===== src/rtl/par_to_ser_tx_if.sv =====
// Word-side handshake between a parallel producer and par_to_ser_tx.
interface par_to_ser_tx_if #(
  parameter int WIDTH = 8
) ();
  logic [WIDTH-1:0] data_i;
  logic             valid_i;
  logic             ready_o;

  modport master (output data_i, output valid_i, input ready_o);
  modport slave  (input data_i, input valid_i, output ready_o);
endinterface


===== src/rtl/par_to_ser_tx.sv =====
// Parallel-to-serial transmitter: accepts a word on valid/ready and shifts it out one bit per clk.
// Optional trailing even-parity bit when PAR_TO_SER_PARITY_EN is defined.
module par_to_ser_tx #(
  parameter int WIDTH     = 8,
  parameter int MSB_FIRST = 0,
  parameter int GAP       = 1
) (
  input  logic                 clk,
  input  logic                 reset,
  par_to_ser_tx_if.slave       up,
  output logic                 serial_o,
  output logic                 serial_vld_o,
  output logic                 sof_o,
  output logic                 eof_o,
  output logic                 busy_o
);

  localparam int CNT_W = (WIDTH > 1) ? $clog2(WIDTH) : 1;
  localparam int GAP_W = (GAP > 0) ? $clog2(GAP + 1) : 1;
  localparam logic [CNT_W-1:0] LAST_BIT = CNT_W'(WIDTH - 1);
  localparam logic [GAP_W-1:0] LAST_GAP = GAP_W'((GAP > 0) ? GAP - 1 : 0);
`ifndef PAR_TO_SER_PARITY_EN
  localparam logic [CNT_W-1:0] PEN_BIT  = CNT_W'(WIDTH - 2);
`endif

  typedef enum logic [1:0] {
    S_IDLE,
    S_SHIFT,
`ifdef PAR_TO_SER_PARITY_EN
    S_PARITY,
`endif
    S_GAP
  } state_e;

  // Every output is a flop; out_q is what the pins show this cycle.
  typedef struct packed {
    logic ready;
    logic serial;
    logic vld;
    logic sof;
    logic eof;
    logic busy;
  } out_t;

  localparam out_t OUT_RESET = '{ready: 1'b1, serial: 1'b0, vld: 1'b0,
                                 sof: 1'b0, eof: 1'b0, busy: 1'b0};

  state_e            state_q, state_d;
  logic [CNT_W-1:0]  bit_cnt_q, bit_cnt_d;
  logic [GAP_W-1:0]  gap_cnt_q, gap_cnt_d;
  logic [WIDTH-1:0]  shreg_q, shreg_d;
  out_t              out_q, out_d;
`ifdef PAR_TO_SER_PARITY_EN
  logic              par_q, par_d;
`endif

  // NOTE: every variable gets a default before the case so no path leaves one unassigned (no latches).
  always_comb begin
    state_d   = state_q;
    bit_cnt_d = bit_cnt_q;
    gap_cnt_d = gap_cnt_q;
    shreg_d   = shreg_q;
    out_d     = '0;
`ifdef PAR_TO_SER_PARITY_EN
    par_d     = par_q;
`endif

    unique case (state_q)
      S_IDLE: begin
        out_d.ready = 1'b1;
        if (up.valid_i && out_q.ready) begin
          state_d      = S_SHIFT;
          bit_cnt_d    = '0;
          shreg_d      = up.data_i;
`ifdef PAR_TO_SER_PARITY_EN
          par_d        = ^up.data_i;
`endif
          out_d.ready  = 1'b0;
          out_d.serial = (MSB_FIRST != 0) ? up.data_i[WIDTH-1] : up.data_i[0];
          out_d.vld    = 1'b1;
          out_d.sof    = 1'b1;
          out_d.busy   = 1'b1;
        end
      end

      S_SHIFT: begin
        if (bit_cnt_q == LAST_BIT) begin
`ifdef PAR_TO_SER_PARITY_EN
          state_d      = S_PARITY;
          out_d.serial = par_q;
          out_d.vld    = 1'b1;
          out_d.eof    = 1'b1;
          out_d.busy   = 1'b1;
`else
          if (GAP > 0) begin
            state_d    = S_GAP;
            gap_cnt_d  = '0;
            out_d.busy = 1'b1;
          end else begin
            state_d     = S_IDLE;
            out_d.ready = 1'b1;
          end
`endif
        end else begin
          // shreg_q holds the bit on the pins in its edge position; the next bit sits beside it.
          bit_cnt_d    = bit_cnt_q + CNT_W'(1);
          shreg_d      = (MSB_FIRST != 0) ? (shreg_q << 1) : (shreg_q >> 1);
          out_d.serial = (MSB_FIRST != 0) ? shreg_q[WIDTH-2] : shreg_q[1];
          out_d.vld    = 1'b1;
          out_d.busy   = 1'b1;
`ifndef PAR_TO_SER_PARITY_EN
          out_d.eof    = (bit_cnt_q == PEN_BIT);
`endif
        end
      end

`ifdef PAR_TO_SER_PARITY_EN
      S_PARITY: begin
        if (GAP > 0) begin
          state_d    = S_GAP;
          gap_cnt_d  = '0;
          out_d.busy = 1'b1;
        end else begin
          state_d     = S_IDLE;
          out_d.ready = 1'b1;
        end
      end
`endif

      S_GAP: begin
        if (gap_cnt_q == LAST_GAP) begin
          state_d     = S_IDLE;
          out_d.ready = 1'b1;
        end else begin
          gap_cnt_d  = gap_cnt_q + GAP_W'(1);
          out_d.busy = 1'b1;
        end
      end

      default: begin
        state_d     = S_IDLE;
        out_d.ready = 1'b1;
      end
    endcase
  end

  // NOTE: sequential state uses non-blocking assignments so all flops update from pre-edge values.
  always_ff @(posedge clk) begin
    if (reset) begin
      state_q   <= S_IDLE;
      bit_cnt_q <= '0;
      gap_cnt_q <= '0;
      out_q     <= OUT_RESET;
    end else begin
      state_q   <= state_d;
      bit_cnt_q <= bit_cnt_d;
      gap_cnt_q <= gap_cnt_d;
      out_q     <= out_d;
    end
  end

  // NOTE: the datapath register is left unreset; it is always reloaded on accept before it is read.
  always_ff @(posedge clk) begin
    shreg_q <= shreg_d;
`ifdef PAR_TO_SER_PARITY_EN
    par_q   <= par_d;
`endif
  end

  assign up.ready_o    = out_q.ready;
  assign serial_o      = out_q.serial;
  assign serial_vld_o  = out_q.vld;
  assign sof_o         = out_q.sof;
  assign eof_o         = out_q.eof;
  assign busy_o        = out_q.busy;

endmodule


===== src/flat_wrapper.sv =====
// flat-port wrapper written by rule: the top's interface ports become plain ports
module par_to_ser_tx_flat 
#(
  parameter int WIDTH     = 8,
  parameter int MSB_FIRST = 0,
  parameter int GAP       = 1
)
  (clk, reset, serial_o, serial_vld_o, sof_o, eof_o, busy_o, up_data_i, up_valid_i, up_ready_o);
  par_to_ser_tx_if #(.WIDTH(WIDTH)) up_i ();
  input  logic clk;
  input  logic reset;
  output logic serial_o;
  output logic serial_vld_o;
  output logic sof_o;
  output logic eof_o;
  output logic busy_o;
  input wire logic [$bits(up_i.data_i)-1:0] up_data_i;
  input wire logic [$bits(up_i.valid_i)-1:0] up_valid_i;
  output wire logic [$bits(up_i.ready_o)-1:0] up_ready_o;
  assign up_i.data_i = up_data_i;
  assign up_i.valid_i = up_valid_i;
  assign up_ready_o = up_i.ready_o;
  par_to_ser_tx #(.WIDTH(WIDTH), .MSB_FIRST(MSB_FIRST), .GAP(GAP)) u_core (.clk(clk), .reset(reset), .up(up_i), .serial_o(serial_o), .serial_vld_o(serial_vld_o), .sof_o(sof_o), .eof_o(eof_o), .busy_o(busy_o));
endmodule

===== config.mk =====
export PLATFORM = sky130hd
export DESIGN_NAME = par_to_ser_tx_flat
export DESIGN_NICKNAME = d
export VERILOG_FILES = /design/src/rtl/par_to_ser_tx_if.sv /design/src/rtl/par_to_ser_tx.sv /design/src/flat_wrapper.sv
export SDC_FILE = /design/constraint.sdc
export NUM_CORES = 1
export LEC_CHECK = 0
export ABC_AREA = 1
export BUFFER_PORTS_ARGS = -buffer_cell sky130_fd_sc_hd__clkbuf_2
export CORE_MARGIN = 2
export CORE_UTILIZATION = 40
export DETAILED_ROUTE_END_ITERATION = 10
export PLACE_DENSITY = 0.71
export SYNTH_ARGS = -nofsm -noshare
export SYNTH_HDL_FRONTEND = slang
export SYNTH_SLANG_ARGS = --single-unit

===== constraint.sdc =====
create_clock -name clk -period 2.1 [get_ports clk]
set_clock_uncertainty 0.1 [all_clocks]
set_input_delay 0.105 -clock clk [delete_from_list [all_inputs] [get_ports clk]]
set_output_delay 0.105 -clock clk [all_outputs]
set_load 0.01 [all_outputs]

==> summary.txt <==
Status
  – Run status: completed

Logic synthesis
  – Post-synth cell types: 17
  – Share of the synthesized area in compound gates (AO/OA/AOI/OAI): 0.04983
  – Instance count of the mapped netlist: 80
  – Synth Register Bits: 18
  – Netlist Area Pre-Place: 728.2 um^2
  – Basic-gate share of the synthesized area counting and, or, nand and nor cells: 0.2440
  – Adder-cell share of the synthesized area: 0.05155
  – Largest family of logic cells by synthesized area: simple AND/OR/NAND/NOR gates
  – Post-Synthesis Net Count: 94
  – Multiplexer share of the synthesized area: 0
  – Mean instance size in the synthesized netlist: 9.102 um^2
  – Proportion of synthesized chip area in sequential cells: 0.5911
  – Synth Warn #: 0
  – Xor and xnor fraction of the mapped netlist area: 0

Global routing
  – Maximum number of pins on one net before global-route repair: 11
  – Total Routing Usage GR: 0.1477
  – Initial antenna violation count: 0
  – Leftover overflow at the end of global routing: 0
  – Global-route wire length before repair: 2.187 mm
  – Vias in the first global route: 525

Critical path
  – Endpoint arrival time on the critical path: 1.66 ns
  – Critical path start-end classification: reg2reg
  – Endpoint kind of the worst setup timing path: register
  – Data required time at the worst endpoint: 1.98 ns
  – Register-to-register setup slack: 0.32 ns
  – Element type at the critical path start: register
  – Reg2reg path depth: 7
  – Reg-to-reg critical path endpoint: u_core.shreg_q[3]$_DFFE_PP_
  – Crit Path Max Fanout: 7
  – Worst R2R Start: u_core.bit_cnt_q[0]$_SDFFE_PP0P_

Timing
  – Unrepaired setup endpoints after global routing: false
  – Slew of the pin with the lowest slew margin: 0.2846 ns
  – Fin. Hold Viols: 0
  – Worst max-slew margin expressed relative to the limit: 0.8101
  – Max Transition Viols Final: 0
  – Final-report setup violation count: 0
  – Setup TNS: 0 ns
  – Time the worst path needs with I/O delays and setup: 1.782 ns
  – Period utilization: 0.8487
  – Fmax achieved: 0.5611 GHz
  – Worst-case hold slack: 0.05552 ns

Power
  – Internal power contribution: 0.5534 mW
  – Share of power burned in the clock network: 0.291
  – Total design power: 0.7393 mW
  – Power per Cell Area: 765.3 nW/um^2
  – Reg power frac: 0.561
  – Largest vdd supply drop: 0.0003946 V
  – Switching portion of total power: 0.2514
  – Switching power: 0.1859 mW
  – Leakage power figure: 0.4705 nW
  – Gate power share: 0.147

Routing
  – Pre-antenna DRT Iters: 4
  – Final routed wirelength across all metal layers: 1.324 mm
  – First-iteration detailed-routing DRC count: 4
  – Post-route ant nets: 0
  – Routed via count: 578
  – Total DRC errors in the routed layout: 0
  – Via density per instance: 4.313
  – WL/cell: 9.881 um

Min path
  – Hold Path Cell Cnt: 4
  – Hold Startpoint: up_valid_i
  – Worst hold path type: in2reg
  – Capture endpoint of the worst hold path: u_core.up.ready_o$_SDFF_PP1_

Clock network
  – Maximum root-to-sink buffer count: 2
  – Setup fix buffers added after clock tree synthesis: 0
  – Number of buffers created by CTS: 3
  – H-tree level count: 1
  – Sink Count: 18
  – Clock tree root buffer cell: clkbuf_4
  – CTS tree: done
  – Clock-pin slew of the registers on the worst-case setup and hold paths: 0.11 ns
  – Clock latency on the worst-skew pair: 0.29 ns

Finish
  – Area added between synthesis and finish: 32.65%
  – Most common cell after layout, fill and taps aside: nand2_1
  – Share of layout cells above drive strength 1: 0.2661
  – Filler Cell Count: 178
  – Antenna diode instance count: 0
  – Area of the multi-input gates: 251.5 um^2
  – Commonest cells after routing, fill and taps aside: nand2_1 (21), clkbuf_2 (16), dfxtp_1 (11), nor2_1 (10)
  – Layout Cell Area excl Fill: 965.9 um^2
  – Post-layout nets: 124
  – Register area: 430.4 um^2

Floorplanning
  – Num ports: 17
  – Die outline width: 46.67 um
  – Number of placement rows: 15
  – Die Y-Extent: 46.67 um
  – Initial Util: 0.4217
  – Floorplan core area: 1727 um^2
  – Total Die Area: 2178 um^2

Place
  – Post-place instance area: 839.6 um^2
  – Placer's final routability congestion estimate: 0.7405
  – HPWL after DPL: 929.1 um
  – Port-buffer cells: 16

Flow run
  – Max-cap violations: 0
-- power by group through the flow --
| stage | clock network [mW] | registers [mW] | logic, mW |
|---|---|---|---|
| 6_report | 0.215 | 0.415 | 0.109 |
| 5_1_grt | 0.238 | 0.419 | 0.125 |
| 4_1_cts | 0.220 | 0.415 | 0.111 |
| 3_5_place_dp | 0 | 0.423 | 0.0973 |
| 3_3_place_gp | 0 | 0.422 | 0.0934 |
| 2_1_floorplan | 0 | 0.424 | 0.0605 |
-- area by class of cell --
class / count / area share
repair buffers: 25 / 0.1762
inverters: 12 / 0.04793
well taps: 25 / 0.03238
multi-input cells: 50 / 0.2604
flip-flops and latches: 18 / 0.4456
clock buffers: 4 / 0.03756
-- repair_timing --
action,4_1_cts,5_1_grt
endpoints found under the setup margin,0,0
hold buffers,9,0
gates resized for setup,0,0
hold endpoints to repair,13,0
-- worst max-delay path: stages, from the launching register on --
cell and delay [ns]:
dfxtp_1 0.34, ha_1 0.21, ha_1 0.20, inv_1 0.10
nand3_2 0.15, clkinv_2 0.10, nor2_2 0.05, inv_1 0.22
-- cell usage after synthesis --
| cell | number | share of area |
|---|---|---|
| a21boi_2 | 1 | 0.015 |
| a21oi_1 | 3 | 0.021 |
| clkinv_2 | 1 | 0.0069 |
| dfxtp_1 | 11 | 0.30 |
| edfxtp_1 | 7 | 0.29 |
| ha_1 | 3 | 0.052 |
| inv_1 | 9 | 0.046 |
| inv_2 | 2 | 0.010 |
| nand2_1 | 21 | 0.11 |
| nand2_2 | 3 | 0.026 |
| nand3_1 | 3 | 0.021 |
| nand3_2 | 1 | 0.014 |
| nand4_1 | 1 | 0.0086 |
| nor2_1 | 10 | 0.052 |
| nor2_2 | 1 | 0.0086 |
| nor3_1 | 1 | 0.0069 |
| o21ai_0 | 2 | 0.014 |
-- registers in the layout (all words and copies together), names as in the netlist --
signal and flops:
u_core.shreg_q 7, u_core.bit_cnt_q 3, u_core.state_q 2, u_core.busy_o 1, u_core.eof_o 1, u_core.serial_o 1
u_core.serial_vld_o 1, u_core.sof_o 1, u_core.up.ready_o 1
-- logic make-up after synthesis --
group                      after synthesis
AOI/OAI and AO/OA                        6
adders and majority gates                3
buffers and inverters                   12
DFF                                     18
and+or+nand+nor                         41
-- metrics by stage --
step                std cells  utilization  worst slack, ns
floorplan                  80            -           0.5085
global placement          121       0.4862           0.4146
detailed placement        121       0.4862           0.3516
CTS                       134       0.5594           0.3136
global route              134       0.5594           0.1874
finish                    134       0.5594           0.3177
-- metal layers --
| metal | vias up | wire (um) | track usage |
|---|---|---|---|
| met5 | - | 0 | 0 |
| met4 | 0 | 14 | 0.08333 |
| met3 | 2 | 66 | 0.03529 |
| met2 | 16 | 640 | 0.2417 |
| met1 | 251 | 603 | 0.1755 |
| li1 | 309 | - | - |
-- how the worst max path moves through the flow --
stage | start | endpoint | slack [ns]
floorplan | u_core.bit_cnt_q[0]$_SDFFE_PP0P_ | u_core.shreg_q[1]$_DFFE_PP_ | 0.51
global placement | u_core.bit_cnt_q[0]$_SDFFE_PP0P_ | u_core.shreg_q[3]$_DFFE_PP_ | 0.41
detailed placement | u_core.bit_cnt_q[0]$_SDFFE_PP0P_ | u_core.shreg_q[4]$_DFFE_PP_ | 0.35
CTS | u_core.bit_cnt_q[0]$_SDFFE_PP0P_ | u_core.shreg_q[2]$_DFFE_PP_ | 0.31
global route | u_core.bit_cnt_q[1]$_SDFFE_PP0P_ | u_core.shreg_q[2]$_DFFE_PP_ | 0.19
finish | u_core.bit_cnt_q[0]$_SDFFE_PP0P_ | u_core.shreg_q[3]$_DFFE_PP_ | 0.32
Power figures use the tool's default switching activity.
